<file path="src/rtl/muldiv_pkg.sv">
// Shared opcode/state encodings and fixed latencies for the HI/LO multiply-divide unit.
package muldiv_pkg;

  typedef enum logic [2:0] {
    OP_NONE  = 3'd0,
    OP_MULT  = 3'd1,
    OP_MULTU = 3'd2,
    OP_DIV   = 3'd3,
    OP_DIVU  = 3'd4,
    OP_MTHI  = 3'd5,
    OP_MTLO  = 3'd6
  } muldiv_op_t;

  typedef enum logic [1:0] {
    IDLE = 2'd0,
    MUL  = 2'd1,
    DIV  = 2'd2,
    FIX  = 2'd3
  } state_t;

  // Cycles busy is held for a div/divu: 32 iterations plus one sign-fix cycle.
  localparam int DIV_LAT = 33;

endpackage

</file>
<file path="src/rtl/div_iter.sv">
// Unsigned restoring divider core, one quotient bit per step, MSB first; DIV_ITERS steps after load.
// No backpressure: the owner asserts step_i each cycle and watches last_o for the final step.
module div_iter #(
  parameter int DIV_ITERS = 32
) (
  input  logic        clk_i,
  input  logic        reset_i,
  input  logic        load_i,
  input  logic        step_i,
  input  logic [31:0] dividend_i,
  input  logic [31:0] divisor_i,
  output logic        last_o,
  output logic [31:0] quotient_o,
  output logic [31:0] remainder_o
);

  localparam int CW = $clog2(DIV_ITERS);

  logic [31:0]   rem_q, rem_d;
  logic [31:0]   quo_q, quo_d;
  logic [31:0]   dvs_q, dvs_d;
  logic [CW-1:0] cnt_q, cnt_d;

  logic [32:0] trial;
  logic [31:0] diff;
  logic        ge;

  // The quotient register doubles as the dividend shifter, feeding its MSB into the remainder.
  assign trial = {rem_q, quo_q[31]};
  assign ge    = trial >= {1'b0, dvs_q};
  assign diff  = trial[31:0] - dvs_q;

  always_comb begin
    rem_d = rem_q;
    quo_d = quo_q;
    dvs_d = dvs_q;
    cnt_d = cnt_q;
    if (load_i) begin
      rem_d = '0;
      quo_d = dividend_i;
      dvs_d = divisor_i;
      cnt_d = '0;
    end else if (step_i) begin
      rem_d = ge ? diff : trial[31:0];
      quo_d = {quo_q[30:0], ge};
      cnt_d = cnt_q + 1'b1;
    end
  end

  always_ff @(posedge clk_i) begin
    if (reset_i) begin
      rem_q <= '0;
      quo_q <= '0;
      dvs_q <= '0;
      cnt_q <= '0;
    end else begin
      rem_q <= rem_d;
      quo_q <= quo_d;
      dvs_q <= dvs_d;
      cnt_q <= cnt_d;
    end
  end

  assign last_o      = step_i && (cnt_q == CW'(DIV_ITERS - 1));
  assign quotient_o  = quo_q;
  assign remainder_o = rem_q;

endmodule

</file>
<file path="src/rtl/muldiv_hilo.sv">
// HI/LO multiply-divide unit: mult/multu write HI/LO MUL_LAT cycles after accept, div/divu after 33.
// While busy is high every request is dropped; the pipeline must stall and re-present it.
module muldiv_hilo
  import muldiv_pkg::*;
#(
  parameter int MUL_LAT = 4
) (
  input  logic        clk,
  input  logic        reset,
  input  logic        start,
  input  logic [2:0]  op,
  input  logic [31:0] a,
  input  logic [31:0] b,
  output logic        busy,
  output logic        done,
  output logic [31:0] hi,
  output logic [31:0] lo
);

  state_t      state_q, state_d;
  logic [3:0]  cnt_q, cnt_d;
  logic [31:0] a_q, a_d;
  logic [31:0] b_q, b_d;
  logic        sgn_q, sgn_d;
  logic        qneg_q, qneg_d;
  logic        rneg_q, rneg_d;
  logic [31:0] hi_q, hi_d;
  logic [31:0] lo_q, lo_d;
  logic        done_q, done_d;

  muldiv_op_t  op_e;
  logic        div_load;
  logic        div_signed;
  logic [31:0] abs_a, abs_b;
  logic [63:0] ext_a, ext_b, prod;
  logic        iter_last;
  logic [31:0] quo_w, rem_w;

  assign op_e       = muldiv_op_t'(op);
  assign div_signed = (op_e == OP_DIV);
  assign abs_a      = (div_signed && a[31]) ? -a : a;
  assign abs_b      = (div_signed && b[31]) ? -b : b;

  // Sign-extending only for mult lets one 64-bit multiplier serve both signednesses.
  assign ext_a = {{32{sgn_q & a_q[31]}}, a_q};
  assign ext_b = {{32{sgn_q & b_q[31]}}, b_q};
  assign prod  = ext_a * ext_b;

  div_iter #(.DIV_ITERS(32)) u_div_iter (
    .clk_i       (clk),
    .reset_i     (reset),
    .load_i      (div_load),
    .step_i      (state_q == DIV),
    .dividend_i  (abs_a),
    .divisor_i   (abs_b),
    .last_o      (iter_last),
    .quotient_o  (quo_w),
    .remainder_o (rem_w)
  );

  always_comb begin
    state_d  = state_q;
    cnt_d    = cnt_q;
    a_d      = a_q;
    b_d      = b_q;
    sgn_d    = sgn_q;
    qneg_d   = qneg_q;
    rneg_d   = rneg_q;
    hi_d     = hi_q;
    lo_d     = lo_q;
    done_d   = 1'b0;
    div_load = 1'b0;
    case (state_q)
      IDLE: begin
        if (start) begin
          case (op_e)
            OP_MULT, OP_MULTU: begin
              state_d = MUL;
              cnt_d   = '0;
              a_d     = a;
              b_d     = b;
              sgn_d   = (op_e == OP_MULT);
            end
            OP_DIV, OP_DIVU: begin
              state_d  = DIV;
              div_load = 1'b1;
              a_d      = a;
              b_d      = b;
              qneg_d   = div_signed & (a[31] ^ b[31]);
              rneg_d   = div_signed & a[31];
            end
            OP_MTHI: hi_d = a;
            OP_MTLO: lo_d = a;
            default: ;
          endcase
        end
      end
      MUL: begin
        cnt_d = cnt_q + 4'd1;
        if (cnt_q == 4'(MUL_LAT - 1)) begin
          {hi_d, lo_d} = prod;
          done_d       = 1'b1;
          cnt_d        = '0;
          state_d      = IDLE;
        end
      end
      DIV: begin
        if (iter_last) state_d = FIX;
      end
      FIX: begin
        if (b_q == '0) begin
          lo_d = 32'hFFFF_FFFF;
          hi_d = a_q;
        end else begin
          lo_d = qneg_q ? -quo_w : quo_w;
          hi_d = rneg_q ? -rem_w : rem_w;
        end
        done_d  = 1'b1;
        state_d = IDLE;
      end
      default: state_d = IDLE;
    endcase
  end

  always_ff @(posedge clk) begin
    if (reset) begin
      state_q <= IDLE;
      cnt_q   <= '0;
      a_q     <= '0;
      b_q     <= '0;
      sgn_q   <= 1'b0;
      qneg_q  <= 1'b0;
      rneg_q  <= 1'b0;
      hi_q    <= '0;
      lo_q    <= '0;
      done_q  <= 1'b0;
    end else begin
      state_q <= state_d;
      cnt_q   <= cnt_d;
      a_q     <= a_d;
      b_q     <= b_d;
      sgn_q   <= sgn_d;
      qneg_q  <= qneg_d;
      rneg_q  <= rneg_d;
      hi_q    <= hi_d;
      lo_q    <= lo_d;
      done_q  <= done_d;
    end
  end

  assign busy = (state_q != IDLE);
  assign done = done_q;
  assign hi   = hi_q;
  assign lo   = lo_q;

endmodule

</file>
<file path="config.mk">
export PLATFORM = sky130hd
export DESIGN_NAME = muldiv_hilo
export DESIGN_NICKNAME = d
export VERILOG_FILES = /design/src/rtl/muldiv_pkg.sv /design/src/rtl/div_iter.sv /design/src/rtl/muldiv_hilo.sv
export SDC_FILE = /design/constraint.sdc
export NUM_CORES = 2
export LEC_CHECK = 0
export ABC_AREA = 1
export BUFFER_PORTS_ARGS = -buffer_cell sky130_fd_sc_hd__clkbuf_2
export CORE_MARGIN = 2
export CORE_UTILIZATION = 40
export CTS_CLUSTER_DIAMETER = 40
export CTS_CLUSTER_SIZE = 40
export DETAILED_ROUTE_END_ITERATION = 8
export PLACE_DENSITY = 0.65
export SLEW_MARGIN = 20
export SYNTH_ARGS = -nofsm -noshare
export SYNTH_HDL_FRONTEND = slang
export SYNTH_SLANG_ARGS = --single-unit
</file>
<file path="constraint.sdc">
create_clock -name clk -period 18.5 [get_ports clk]
set_input_delay 3.7 -clock clk [delete_from_list [all_inputs] [get_ports clk]]
set_output_delay 3.7 -clock clk [all_outputs]
set_load 0.005 [all_outputs]
</file>
==> results_dict.tcl <==
set metrics [dict create \
    netlist_area_um2 56000 \
    status "completed" \
    synth_edf_count 0 \
    worst_setup_path_end_kind "flop" \
    synth_flop_cell "dfxtp_1" \
    grt_pass1_wl_mm 314 \
    cp.buffers_inverters 9 \
    maxSlewViolCount 0 \
    routed_wl_mm 204 \
    die_area_um2 143000 \
    holdCritStartpoint "u_div_iter.dvs_q[21]" \
    clkPwrFrac_pct 20.6 \
    cp_top_family "adder cells" \
    timing.rr.end "hi[31]" \
    hold_violations 0 \
    antenna_found_initial 17 \
    cp_slowest_stage_delay_ns 0.87 \
    reg2reg_depth 30 \
    overflow 0 \
    vdd_drop_max_mv 0.228 \
    min_to "u_div_iter.dvs_q[21]" \
    rrSetupSlack_ns 9.74 \
    crit_fanout 37 \
    hp-class "reg -> reg" \
    mostFrequentLayoutCells "inv_1 (1958), nand2_1 (1827), fa_1 (1126), nor2_1 (436), a21oi_1 (405)" \
    die_y_um 378 \
    yosys-top-cells-area "fa_1 (40%), inv_1 (13%), nand2_1 (12%), dfxtp_1 (8.5%), ha_1 (5.6%)" \
    intPower_mw 2.12 \
    synth_top_cell_area_share_pct 40.2 \
    cts_buffer_depth 3 \
    first_pass_iters 7 \
    routedWlPerCell_um 21.4 \
    crit_top_cell "fa_1" \
    yosysUniqueCellTypes 50 \
    setup_viol 0 \
    cap_violations 0 \
    power_density_nw_per_um2 78.8 \
    yosys.area.top_type "fa_1" \
    grt_pass1_vias 52300 \
    areaGrowthSynthToFinish_pct 7.12 \
    seq_power_share_pct 13.7 \
    clk_pin_slew_ns 0.06 \
    port-buffer-count 135 \
    path_class "reg -> reg" \
    p_switching_mw 2.61 \
    layout.nets 9053 \
    period_share_pct 47.4 \
    gp_congestion 1.02 \
    cts_root_buf "clkbuf_16" \
    route.detailed.drc 0 \
    grt_usage_pct 29.0 \
    dp_hpwl_mm 164 \
    drive_gt1_share_pct 4.99 \
    core_um2 139000 \
    cp.depth 30 \
    htree_levels 2 \
    final_cells 9533 \
    ys_ff_latch 239 \
    relSlewSlack_pct 24.4 \
    cts-hold-fix-buffers 0 \
    cts_num_sinks 239 \
    reg2reg_from "a_q[31]" \
    timing.hold.ws_ns 0.469 \
    ys_async_sr_fraction_pct 0 \
    critical_path_arrival_ns 9.26 \
    rsz0062_at_grt "no" \
    avgSynthCellArea_um2 7.26 \
    floorplan.rows 137 \
    cp.required_ns 19.00 \
    tns_ns 0 \
    via_per_inst 5.24 \
    cts_resized 0 \
    post-route-min-period_ns 8.76 \
    fin_worst_skew_ns 0.0387 \
    grt_max_degree 67 \
    syn-num-nets 9161 \
    max_slew.worst_pin.slew_ns 1.12 \
    syn_inst 7714 \
    cts_tree "yes" \
    ant_nets 0 \
    post_cts_buffers 0 \
    max_freq_mhz 114 \
    initial_core_util_pct 40.3 \
    ios 136 \
    layout_commonest_cell "inv_1" \
    p_leak_nw 31.7 \
    dp_cells 9430 \
    combinationalPowerShare_pct 65.7 \
    cp_slowest_cell "fa_1" \
    vias 49900 \
    drt_iter0_markers 4450 \
    ys_warn_count 0 \
    sw_frac_of_total_pct 55.2 \
    ys_seq_area_share_pct 8.54 \
    crit_path_start_kind "flop" \
    die_width_um 378 \
    clk_latency_ns 0.63 \
    min_path_cells 2 \
    cts_buffers 50 \
    power_mw 4.73 \
]
[power groups by stage]
stage               Sequential, mW  Combinational (mW)  Clock [mW]
finish                       0.647                3.11       0.975
global route                 0.649                3.44        1.00
CTS                          0.642                3.08       0.981
detailed placement           0.652                3.04           0
global placement             0.652                3.04           0
floorplan                    0.619                2.10           0
[state kept, by name, summed over array words and instances, names as in the netlist]
register                count
sgn_q                       1
state_q                     2
u_div_iter.quotient_o      32
qneg_q                      1
u_div_iter.dvs_q           32
u_div_iter.remainder_o     32
u_div_iter.cnt_q            5
lo                         32
rneg_q                      1
hi                         32
done                        1
cnt_q                       4
a_q                        32
b_q                        32
[worst reg2reg max path, delay by kind of cell, from the launching register on]
kind	cells	cell delay (ns)
AND/OR/NAND/NOR	12	1.88
flip-flops	1	0.30
buffers and inverters	9	1.67
adder cells (fa/ha/maj)	9	4.80
[logic make-up after synthesis]
kind of cell / share of synthesized area [%]
AOI/OAI and AO/OA: 8.25
xor gates and xnor gates: 1.09
DFF: 8.54
and+or+nand+nor: 20.2
adders and majority gates: 45.8
buffers and inverters: 16.0
[Yosys cell counts (4+ instances only)]
cell type and count:
buf_2 36, a21boi_0 4, o21a_1 4, a31oi_1 21, buf_4 4, dfxtp_1 239
nor2_2 8, xnor2_1 19, a21oi_1 405, or2_2 17, nor2_4 4, nand3_1 333
nor2_1 438, nand2_2 5, o21bai_1 19, a41oi_1 4, nor3_1 57, buf_1 14
xor2_1 51, ha_1 251, inv_2 15, o22ai_1 11, o32ai_1 4, o211ai_1 8
o21ai_1 24, nand2_1 1827, nand3b_1 14, clkbuf_1 325, fa_1 1126, buf_6 8
nand4_1 55, nor4_1 17, a21o_1 6, o21ai_0 356, inv_1 1959
[stage by stage]
step           setup slack, ns  utilization (%)  instance area [um^2]
3_3_place_gp              9.85             41.8                 58200
6_report                  9.74             43.1                 60000
2_1_floorplan            11.10                -                 56000
4_1_cts                   9.77             43.1                 60000
5_1_grt                   9.17             43.1                 60000
3_5_place_dp              9.82             41.8                 58200
[area by class of cell]
cell class,instances,area [um^2]
diodes,9,22.5
repair buffers,227,1370
well taps,1876,2350
clock inverters,38,470
clock buffers,56,1300
multi-input cells,5112,42300
flip-flops and latches,239,4780
fillers,14500,79200
inverters,1976,7420
[metal layers]
layer,vias to the layer above,wire length (um),GRT usage [%]
li1,22500,-,-
met1,24800,82500,37.8
met2,2134,93800,47.3
met3,463,17700,5.27
met4,6,10400,12.5
met5,-,38,0
[how the worst max path moves through the flow]
stage	from	endpoint	slack, ns
detailed placement	a_q[31]	hi[31]	9.82
global route	a_q[31]	hi[31]	9.17
CTS	a_q[31]	hi[31]	9.77
finish	a_q[31]	hi[31]	9.74
global placement	a_q[31]	hi[31]	9.85
floorplan	a_q[31]	hi[31]	11.10
(Power assumes the default switching activity.)
